[src/rtl/lfo_multiwave.sv]
// rtl/lfo_multiwave.sv - multi-channel phase-accumulator LFO with four waveforms and depth scaling
module lfo_multiwave #(
  parameter int PHASE_W = 24,
  parameter int OUT_W   = 9,
  parameter int N_CH    = 2,
  parameter int DEPTH_W = 8
) (
  input  logic                  clk_i,
  input  logic                  arst_n_i,
  input  logic                  sample_tick_i,
  input  logic [PHASE_W-1:0]    phase_incr_i,
  input  logic [PHASE_W-1:0]    offset_i,
  input  logic [1:0]            wave_sel_i,
  input  logic [DEPTH_W-1:0]    depth_i,
  input  logic                  retrig_i,
  output logic [N_CH*OUT_W-1:0] modulator_o,
  output logic                  valid_o
);
  localparam logic [OUT_W-1:0] MAX = '1;
  localparam int SHP_W = 2*OUT_W + 1;
  localparam int DP_W  = OUT_W + DEPTH_W;

  logic [PHASE_W-1:0]         r_acc;
  logic [PHASE_W-1:0]         r_offset;
  logic [1:0]                 r_wave;
  logic [DEPTH_W-1:0]         r_depth1;
  logic [DEPTH_W-1:0]         r_depth2;
  logic                       r_pend;
  logic                       r_v1;
  logic                       r_v2;
  logic                       r_valid;
  logic [N_CH-1:0][OUT_W-1:0] r_shape;
  logic [N_CH-1:0][OUT_W-1:0] r_mod;

  logic [PHASE_W:0]           w_sum;
  logic                       w_apply;
  logic [N_CH-1:0][OUT_W-1:0] w_shape;

  assign w_sum   = {1'b0, r_acc} + {1'b0, phase_incr_i};
  assign w_apply = sample_tick_i & (r_pend | retrig_i);

  // Waveform only switches at a period boundary (wrap or restart) so the output never jumps mid-cycle.
  always_ff @(posedge clk_i or negedge arst_n_i) begin
    if (!arst_n_i) begin
      r_acc    <= '0;
      r_offset <= '0;
      r_wave   <= 2'd0;
      r_depth1 <= '0;
      r_pend   <= 1'b0;
      r_v1     <= 1'b0;
    end else begin
      r_v1 <= sample_tick_i;
      if (sample_tick_i) begin
        r_acc    <= w_apply ? '0 : w_sum[PHASE_W-1:0];
        r_offset <= offset_i;
        r_depth1 <= depth_i;
        r_pend   <= 1'b0;
        if (w_apply || w_sum[PHASE_W]) r_wave <= wave_sel_i;
      end else if (retrig_i) begin
        r_pend <= 1'b1;
      end
    end
  end

  function automatic logic [OUT_W-1:0] shape(input logic [1:0] sel, input logic [PHASE_W-1:0] phase);
    logic [OUT_W-1:0] v_u;
    logic [OUT_W-1:0] v_ramp;
    logic [OUT_W-1:0] v_tri;
    logic [OUT_W:0]   v_inv;
    logic [SHP_W-1:0] v_prod;
    logic [OUT_W-1:0] v_res;
    v_u    = OUT_W'(phase >> (PHASE_W - OUT_W));
    v_ramp = {v_u[OUT_W-2:0], 1'b0};
    v_tri  = v_u[OUT_W-1] ? ~v_ramp : v_ramp;
    // 2^(OUT_W+1)-1-T is simply T inverted with a leading one.
    v_inv  = {1'b1, ~v_tri};
    v_prod = SHP_W'(v_tri) * SHP_W'(v_inv);
    case (sel)
      2'd0:    v_res = v_tri;
      2'd1:    v_res = v_u[OUT_W-1] ? '0 : MAX;
      2'd2:    v_res = ~v_u;
      default: v_res = OUT_W'(v_prod >> OUT_W);
    endcase
    return v_res;
  endfunction

  function automatic logic [OUT_W-1:0] scale(input logic [OUT_W-1:0] w, input logic [DEPTH_W-1:0] d);
    logic [DP_W-1:0]  v_prod;
    logic [OUT_W-1:0] v_res;
    v_prod = DP_W'(MAX - w) * DP_W'(d);
    v_res  = (&d) ? w : MAX - OUT_W'(v_prod >> DEPTH_W);
    return v_res;
  endfunction

  always_comb begin
    logic [PHASE_W-1:0] v_phase;
    v_phase = r_acc;
    w_shape = '0;
    for (int k = 0; k < N_CH; k++) begin
      w_shape[k] = shape(r_wave, v_phase);
      v_phase    = v_phase + r_offset;
    end
  end

  always_ff @(posedge clk_i or negedge arst_n_i) begin
    if (!arst_n_i) begin
      r_shape  <= '0;
      r_depth2 <= '0;
      r_v2     <= 1'b0;
    end else begin
      r_v2 <= r_v1;
      if (r_v1) begin
        r_shape  <= w_shape;
        r_depth2 <= r_depth1;
      end
    end
  end

  always_ff @(posedge clk_i or negedge arst_n_i) begin
    if (!arst_n_i) begin
      r_mod   <= {N_CH{MAX}};
      r_valid <= 1'b0;
    end else begin
      r_valid <= r_v2;
      if (r_v2) begin
        for (int k = 0; k < N_CH; k++) r_mod[k] <= scale(r_shape[k], r_depth2);
      end
    end
  end

  assign modulator_o = r_mod;
  assign valid_o     = r_valid;

endmodule

[config.mk]
export PLATFORM = sky130hd
export DESIGN_NAME = lfo_multiwave
export DESIGN_NICKNAME = d
export VERILOG_FILES = /design/src/rtl/lfo_multiwave.sv
export SDC_FILE = /design/constraint.sdc
export NUM_CORES = 1
export LEC_CHECK = 0
export CAP_MARGIN = 20
export CORE_MARGIN = 5
export CORE_UTILIZATION = 47
export CTS_CLUSTER_DIAMETER = 100
export DETAILED_ROUTE_END_ITERATION = 10
export HOLD_SLACK_MARGIN = 0.02
export PLACE_DENSITY = 0.69
export SETUP_SLACK_MARGIN = 0.02
export SLEW_MARGIN = 20
export SYNTH_ARGS = -nofsm -noshare
export SYNTH_HDL_FRONTEND = slang
export SYNTH_SLANG_ARGS = --single-unit
[constraint.sdc]
create_clock -name clk_i -period 11.2 [get_ports clk_i]
set_input_delay 2.24 -clock clk_i [delete_from_list [all_inputs] [get_ports clk_i]]
set_output_delay 2.24 -clock clk_i [all_outputs]
set_load 0.01 [all_outputs]
* Word level (Yosys, flattened, before mapping) *
Index checks and enable logic that the tools add are counted.

word-level totals
  flip-flop bits (word level) = 106
  input port bits = 62

cells by class
  add/sub/neg operators = 6
  multiply operators = 4
  eq/ne operators = 2
  multiplexer cells = 11
  bitwise operators = 8
  reduce and logical (&&, ||, !) cells = 5

operators with widths
  cell                                                 count
  two-way mux 9 bit                                    6
  NOT 9 bit                                            6
  case mux 9 bit (3 select lines)                      2
  multiplier 9 x 10 -> 18 bit                          2
  multiplier 10 x 9 -> 17 bit                          2
  adder 24 x 24 -> 25 bit                              1
  adder 24 bit                                         1
  two-way mux 24 bit                                   1
  subtractor 9 x 9 -> 10 bit, first input constant     2
  subtractor 9 bit, first input constant               2
  AND reduction 8 bit                                  1
  equality test 2 x 1 -> 1 bit, second input constant  1
  equality test 2 bit, second input constant           1
  logical NOT 2 bit                                    1
  two-way mux 1 bit                                    2
  AND reduction 2 bit                                  1
  nonzero test 2 bit                                   1
  AND 1 bit                                            1
  logical OR 1 bit                                     1
  bitwise OR 1 bit                                     1

* Logic depth before layout (Yosys ltp) *
Gate-level depths: netlist of the first run.

  depth in word-level cells = 6
  depth in mapped cells = 29
  mapped depth without buffers = 28

* Worst setup path after synthesis of the first run *
Ideal clock, no wire load.

  path type = register -> register
  start point = register r_acc[3]
  end point = register r_shape[15] (netlist name)
  arrival = 6.870 ns
  required time = 11.074 ns
  path slack = 4.204 ns
  stages on the path, launching flop included = 29
  buffers on the path = 1
  period minus slack after synthesis = 6.996 ns
  path through = dfrtp_1 > ha_1 > or3_1 > o221a_2 > o21ai_1 > o311ai_1 > a31oi_2 > o31ai_1 > xor2_1 > ha_1 > clkbuf_1 > nand2_1 > fa_1 > fa_1 > inv_1 > fa_1 > inv_1 > fa_1 > inv_1 > ha_1 > o21a_1 > o21ai_0 > nand2b_1 > a21o_1 > and4_1 > a211o_1 > xnor2_1 > nor2_1 > o32a_1

on the way
  word-level cells in the longest chain between the ends = 6

ends and longest elaborated chain
  item                               RTL line  RTL
  from (decl)                        23        logic [PHASE_W-1:0] r_acc;
  from (signal assigned)             54        r_acc <= w_apply ? '0 : w_sum[PHASE_W-1:0];
  adder 24 bit *                     101       v_phase = v_phase + r_offset;
  NOT 9 bit                          74        v_tri = v_u[OUT_W-1] ? ~v_ramp : v_ramp;
  two-way mux 9 bit                  74
  NOT 9 bit                          76        v_inv = {1'b1, ~v_tri};
  multiplier 9 x 10 -> 18 bit        77        v_prod = SHP_W'(v_tri) * SHP_W'(v_inv);
  case mux 9 bit (3 select lines) *  78        case (sel)
  to (signal assigned)               113       r_shape <= w_shape;
  to (decl)                          32        logic [N_CH-1:0][OUT_W-1:0] r_shape;

Mark *: on every way between the ends. The rest lies on a longest branch, timed or not.
A chain may end at the register's enable or synchronous reset.

* Worst setup path in the final report of the first run *
Ends and elaborated chain as after synthesis.

==> impl_metrics.ini, run 1 <==
[job]
cap_violations = 0

[timing]
timing.slew.headroom_pct = 34.4
finalHoldWorstSlack_ns = 0.506
fmaxAchievable_mhz = 130
finalSetupTns_ns = 0
finClkSkew_ns = 0.0112
grt_setup_unrepaired = no
worst_pin_slew_ns = 0.984
final_hold_viol_count = 0
setup_viol_count_final = 0
final.period_utilization_pct = 68.6
final_period_minus_worst_setup_slack_ns = 7.68
final-max-slew-violation-count = 0

[floorplanning]
floorplan.die_area_um2 = 37900
placeableCoreArea_um2 = 33600
placement_rows = 67
floorplan.initialDensity_pct = 47.7
die_height_um = 195
io_pins = 81
chipWidth_um = 195

[drt]
detail_route.iter0.violations = 609
drc = 0
route.detailed.wl_per_inst_um = 17.6
post_drt_via_cell_ratio = 5.45
vias = 12200
final_antenna_net_count = 0
drt_first_pass_iters = 6
drt_wl_total_um = 39300

[clock_tree]
num_cts_buffers = 9
clockBufferDepth = 2
ctsHtreeMaxLevel = 3
cts_setup_buffers = 0
holdBufCountCts = 0
clkSlewWorstSetupHoldPaths_ns = 0.08
worstSkewPairLatency_ns = 0.37
clock-root-buffer = sky130_fd_sc_hd__clkbuf_16
clock-sinks = 106
cts_resizes = 0
clock_tree_from_tritoncts = done

[grt]
grt_overflow_total = 0
pin_count_of_the_biggest_net_entering_global_routing = 57
vias_in_the_first_global_route = 13000
antenna_found_initial = 0
grtUsageTotal_pct = 21.1
grt_first_pass_wirelength_um = 66400

[worst_setup_path]
critical_path.reg2reg.startpoint = r_acc[3]
critPathLaunchType = flip-flop
reg2regPathDepth = 27
timing.setup.critical_path_class = reg -> reg
regToRegEndpoint = r_shape[15]
crit_path_max_fanout = 13
critical_path_arrival_ns = 7.93
worstPathRequired_ns = 11.45
cp-end-kind = flip-flop
ff2ff_setup_slack_ns = 3.52

[placed_design]
post-dp-hpwl_um = 31700
port_buffers = 80
placed_area_um2 = 17200
gp_congestion = 0.899

[synth]
synth_async_sr_flop_share_pct = 100
dominantRegCellSynth = sky130_fd_sc_hd__dfrtp_1
postSynthAreaPerCell_um2 = 9.20
syn_area_um2 = 16000
netlist_instances = 1744
yosys_warnings = 0
synth_enable_flop_cells = 0
synth.distinct_cells = 78
seq_area_frac_synth_pct = 16.7
synth.net_count = 2223
postSynthRegisterBits = 106

[final_layout]
post_route_cells_drive_above_1_share_pct = 6.89
final_non_filler_cell_area_um2 = 17500
design.final.nets = 2259
antenna-diode-count = 0
area_growth_syn_to_layout_pct = 9.19

[min_path]
hold_path_startpoint = r_depth1[0]
timing.hold.worst.class = reg -> reg
worstHoldEndpoint = r_depth2[0]
worst_hold_path.num_cells = 1

[run_status]
status = completed
==> flip-flops by register name, indices dropped and copies added, names as in the netlist <==
name         cells
modulator_o     18
r_acc           24
r_depth1         8
r_depth2         8
r_offset        24
r_pend           1
r_shape         18
r_v1             1
r_v2             1
r_wave           2
valid_o          1
==> routing by layer <==
metal  wire length (um)  vias to the layer above  global-route usage [%]
met2              18800                      283                    36.1
met5                  0                        -                       0
met1              17900                     6030                    28.6
met4                834                        0                    5.12
li1                   -                     5803                       -
met3               1770                       54                    2.93
==> layout by cell type, fill, tap and decap left out, types with 8 or more instances in the layout <==
cell / netlist / layout
sky130_fd_sc_hd__o21a_1: 8 / 8
sky130_fd_sc_hd__o22ai_1: 8 / 8
sky130_fd_sc_hd__a21o_1: 28 / 28
sky130_fd_sc_hd__inv_1: 313 / 313
sky130_fd_sc_hd__nand3_1: 24 / 24
sky130_fd_sc_hd__mux2_2: 57 / 57
sky130_fd_sc_hd__a21oi_1: 57 / 57
sky130_fd_sc_hd__nand2b_1: 46 / 46
sky130_fd_sc_hd__nand2_1: 125 / 125
sky130_fd_sc_hd__fa_1: 175 / 175
sky130_fd_sc_hd__clkbuf_16: 0 / 9
sky130_fd_sc_hd__dfstp_2: 18 / 18
sky130_fd_sc_hd__buf_4: 0 / 8
sky130_fd_sc_hd__o211ai_1: 11 / 11
sky130_fd_sc_hd__nor2b_1: 75 / 75
sky130_fd_sc_hd__a211oi_1: 10 / 10
sky130_fd_sc_hd__dfrtp_1: 88 / 88
sky130_fd_sc_hd__o21ai_0: 54 / 54
sky130_fd_sc_hd__clkdlybuf4s50_1: 0 / 78
sky130_fd_sc_hd__xor2_1: 27 / 27
sky130_fd_sc_hd__nor3_1: 22 / 21
sky130_fd_sc_hd__xnor2_1: 39 / 39
sky130_fd_sc_hd__ha_1: 242 / 242
sky130_fd_sc_hd__a31oi_1: 12 / 12
sky130_fd_sc_hd__a22o_1: 18 / 18
sky130_fd_sc_hd__nor2_1: 92 / 92
==> worst max-delay path by stage <==
stage,from,end,slack [ns]
6_report,r_acc[3],r_shape[15],3.52
5_1_grt,r_acc[21],r_shape[15],3.10
4_1_cts,r_acc[21],r_shape[15],3.54
3_5_place_dp,r_acc[21],r_shape[15],3.57
3_3_place_gp,r_acc[21],r_shape[15],3.75
2_1_floorplan,r_acc[3],r_shape[15],4.20
==> layout make-up <==
| cell class | instances | area (um^2) |
|---|---|---|
| multi-input combinational | 1256 | 11900 |
| tap | 448 | 561 |
| sequential | 106 | 2680 |
| clock inverter | 7 | 71.3 |
| inverter | 320 | 1200 |
| timing repair buffer | 87 | 846 |
| clock buffer | 9 | 225 |
| fill | 3094 | 16100 |
==> stage by stage <==
step | setup WS (ns) | std cells | utilization [%]
after CTS | 3.54 | 2233 | 52.1
after global placement | 3.75 | 2217 | 51.2
after detailed placement | 3.57 | 2217 | 51.2
final | 3.52 | 2233 | 52.1
after floorplan | 4.20 | 1744 | -
after global routing | 3.10 | 2233 | 52.1
==> cells in the mapped netlist, drive strengths merged, types with 4 or more instances <==
cell type / number / share of area [%]
inv: 315 / 7.4
ha: 242 / 19
fa: 175 / 22
nand2: 126 / 3.0
nor2: 92 / 2.2
dfrtp: 88 / 14
nor2b: 75 / 2.9
a21oi: 58 / 1.8
clkbuf: 58 / 1.4
mux2: 57 / 4.0
o21ai: 57 / 1.8
nand2b: 46 / 1.8
xnor2: 39 / 2.1
a21o: 28 / 1.3
xor2: 27 / 1.5
nand3: 24 / 0.75
nor3: 22 / 0.69
a22o: 18 / 0.98
dfstp: 18 / 2.9
a31oi: 13 / 0.55
o211ai: 12 / 0.59
a211oi: 10 / 0.47
o21a: 8 / 0.37
o22ai: 8 / 0.31
and2: 7 / 0.27
o31ai: 7 / 0.41
or3: 7 / 0.27
nand4: 6 / 0.27
nor4: 6 / 0.31
a2111oi: 5 / 0.31
a211o: 5 / 0.27
and3: 5 / 0.19
and4: 5 / 0.27
clkinv: 5 / 0.12
o21bai: 5 / 0.23
buf: 4 / 0.094
mux2i: 4 / 0.25
nor3b: 4 / 0.19
o22a: 4 / 0.22
o311ai: 4 / 0.27
o32ai: 4 / 0.22
==> worst max-delay path: stages, from the launching register on <==
cell,delay (ns)
sky130_fd_sc_hd__dfrtp_1,0.42
sky130_fd_sc_hd__ha_1,0.24
sky130_fd_sc_hd__or3_1,0.40
sky130_fd_sc_hd__o221a_2,0.30
sky130_fd_sc_hd__o21ai_1,0.12
sky130_fd_sc_hd__o311ai_1,0.21
sky130_fd_sc_hd__a31oi_2,0.55
sky130_fd_sc_hd__o31ai_1,0.16
sky130_fd_sc_hd__xor2_1,0.20
sky130_fd_sc_hd__ha_1,0.62
sky130_fd_sc_hd__nand2_1,0.15
sky130_fd_sc_hd__fa_1,0.54
sky130_fd_sc_hd__fa_1,0.51
sky130_fd_sc_hd__inv_1,0.05
sky130_fd_sc_hd__fa_1,0.53
sky130_fd_sc_hd__inv_1,0.05
sky130_fd_sc_hd__fa_1,0.48
sky130_fd_sc_hd__inv_1,0.04
sky130_fd_sc_hd__ha_1,0.33
sky130_fd_sc_hd__o21a_1,0.14
sky130_fd_sc_hd__o21ai_0,0.15
sky130_fd_sc_hd__nand2b_1,0.09
sky130_fd_sc_hd__a21o_1,0.22
sky130_fd_sc_hd__and4_1,0.24
sky130_fd_sc_hd__a211o_1,0.32
sky130_fd_sc_hd__xnor2_1,0.13
sky130_fd_sc_hd__nor2_1,0.06
sky130_fd_sc_hd__o32a_1,0.29
==> cell families after synthesis <==
kind of cell	share of synthesized area (%)
AO/OA/AOI/OAI	11.8
XOR/XNOR	3.60
adder cells (fa/ha/maj)	40.7
buffers and inverters	8.95
flip-flops	16.7
multiplexers	4.67
AND/OR/NAND/NOR	13.6
Power of run 1 is left out: the tool's default activity adds up to more than one toggle a clock period on the data nets, which glitch-free logic cannot reach.
==> run 2: changes to the inputs <==
==> constraint.sdc (replaced) <==
create_clock -name clk_i -period 7.1 [get_ports clk_i]
set_input_delay 1.42 -clock clk_i [delete_from_list [all_inputs] [get_ports clk_i]]
set_output_delay 1.42 -clock clk_i [all_outputs]
set_load 0.01 [all_outputs]
==> run 2 against run 1 <==
First-iteration DRC count increased by 14%. Largest cell class unchanged. Register-to-register slack got worse by 3.3 ns. Clock-buffer cell count unchanged. Critical endpoint unchanged. Critical path type unchanged. Cell area increased by 4.1%.
==> impl_metrics.ini, run 2 (same netlist as run 1, synthesis figures left out) <==
[worst_setup_path]
worstPathRequired_ns = 7.37
path_delay_family = adder cells
worst_path_most_repeated_cell = sky130_fd_sc_hd__ha_1
critical_path_arrival_ns = 7.11
critPathBufInv = 5
crit_path_max_fanout = 9
critPathMaxStageDelay_ns = 0.55
cp_slowest_cell = sky130_fd_sc_hd__fa_1
cp-end-kind = flip-flop
critPathLaunchType = flip-flop
timing.setup.critical_path_class = reg -> reg

[placed_design]
post-dp-hpwl_um = 31700
port_buffers = 80
preCtsSetupSlack_ns = -0.0173
gp_congestion = 0.918
dp_cells = 2262

[timing]
final.setup.worst_slack_ns = 0.260
worst_pin_slew_ns = 0.976
timing.slew.headroom_pct = 34.9
final-max-slew-violation-count = 0
finalSetupTns_ns = 0
setup_viol_count_final = 0
final_hold_viol_count = 0
final_period_minus_worst_setup_slack_ns = 6.84
fmaxAchievable_mhz = 146
final.period_utilization_pct = 96.3
finClkSkew_ns = 0.0152

[drt]
drc = 0
detail_route.iter0.violations = 696
route.detailed.wl_per_inst_um = 17.2
vias = 12500
final_antenna_net_count = 0
drt_wl_total_um = 39600
drt_first_pass_iters = 5
post_drt_via_cell_ratio = 5.44

[run_status]
status = completed

[grt]
pin_count_of_the_biggest_net_entering_global_routing = 55
vias_in_the_first_global_route = 13000
grt_overflow_total = 0
antenna_found_initial = 1
grtUsageTotal_pct = 21.2
grt_first_pass_wirelength_um = 66200

[final_layout]
post_layout_nonfiller_instances = 2296
antenna-diode-count = 0
final_core_utilization_pct = 54.3
design.final.nets = 2322
area_growth_syn_to_layout_pct = 13.7
combined_area_of_the_multi_input_logic_cells_um2 = 12200
layout.area.seq_um2 = 2680
reg_top3 = r_acc: 24 flops, r_offset: 24 flops
final_cell_mix = sky130_fd_sc_hd__inv_1, sky130_fd_sc_hd__ha_1, sky130_fd_sc_hd__fa_1, sky130_fd_sc_hd__nand2_1, sky130_fd_sc_hd__nor2_1
filler_instances = 3039
post_route_cells_drive_above_1_share_pct = 11.8
layout_commonest_cell = sky130_fd_sc_hd__inv_1

[floorplanning]
io_pins = 81
floorplan.die_area_um2 = 37900
floorplan.initialDensity_pct = 47.7
chipWidth_um = 195
die_height_um = 195
placement_rows = 67
placeableCoreArea_um2 = 33600

[clock_tree]
holdBufCountCts = 0
clockBufferDepth = 2
clock-sinks = 106
ctsHtreeMaxLevel = 3
clock_tree_from_tritoncts = done
num_cts_buffers = 9
worstSkewPairLatency_ns = 0.38
clkSlewWorstSetupHoldPaths_ns = 0.09
clock-root-buffer = sky130_fd_sc_hd__clkbuf_16

[min_path]
timing.hold.worst.class = reg -> reg

[job]
cap_violations = 0
## run 2: changes by cell type in the layout (fill, tap and decap cells not counted), sizes merged
cell / previous run / this run
inv: 318 / 320
clkinv: 7 / 5
buf: 9 / 72
## run 2: final timing paths
kind,end,slack (ns),cells after the start,from
hold / removal,r_depth2[3],0.50,1,r_depth1[3]
max in group asynchronous,r_acc[17],4.80,2,arst_n_i
setup reg to reg,r_shape[15],0.26,25,r_acc[2]
hold reg to reg,r_depth2[3],0.50,1,r_depth1[3]
setup / recovery,r_shape[15],0.26,25,r_acc[2]
min in group asynchronous,r_depth1[2],1.11,1,arst_n_i
## run 2: metal layers
metal	GRT usage [%]	part of all wire (%)	vias to the layer above
met5	0	0.033	-
li1	-	-	5923
met2	36.0	48	307
met1	28.9	45	6207
met4	4.91	1.9	2
met3	2.91	4.8	51
## run 2: timing repair
item | in CTS | in global routing
pin swaps | 0 | 24
buffers inserted | 0 | 18
setup endpoints to repair | 3 | 9
gates resized for setup | 3 | 44
## run 2: final cells by class
| type | instances | share of cell area [%] |
|---|---|---|
| clock inverters | 7 | 0.370 |
| multi-input cells | 1256 | 66.6 |
| repair buffers | 150 | 7.38 |
| well taps | 448 | 3.07 |
| flip-flops and latches | 106 | 14.7 |
| clock buffers | 9 | 1.23 |
| inverters | 320 | 6.67 |
## run 2: through the flow
stage / cell area [um^2] / hold WS, ns
after floorplan: 16000 / 0.352
after global placement: 17600 / 0.482
after detailed placement: 17600 / 0.487
after CTS: 17900 / 0.502
after global routing: 18200 / 0.527
final: 18200 / 0.499
Power of run 2 is left out for the same reason.
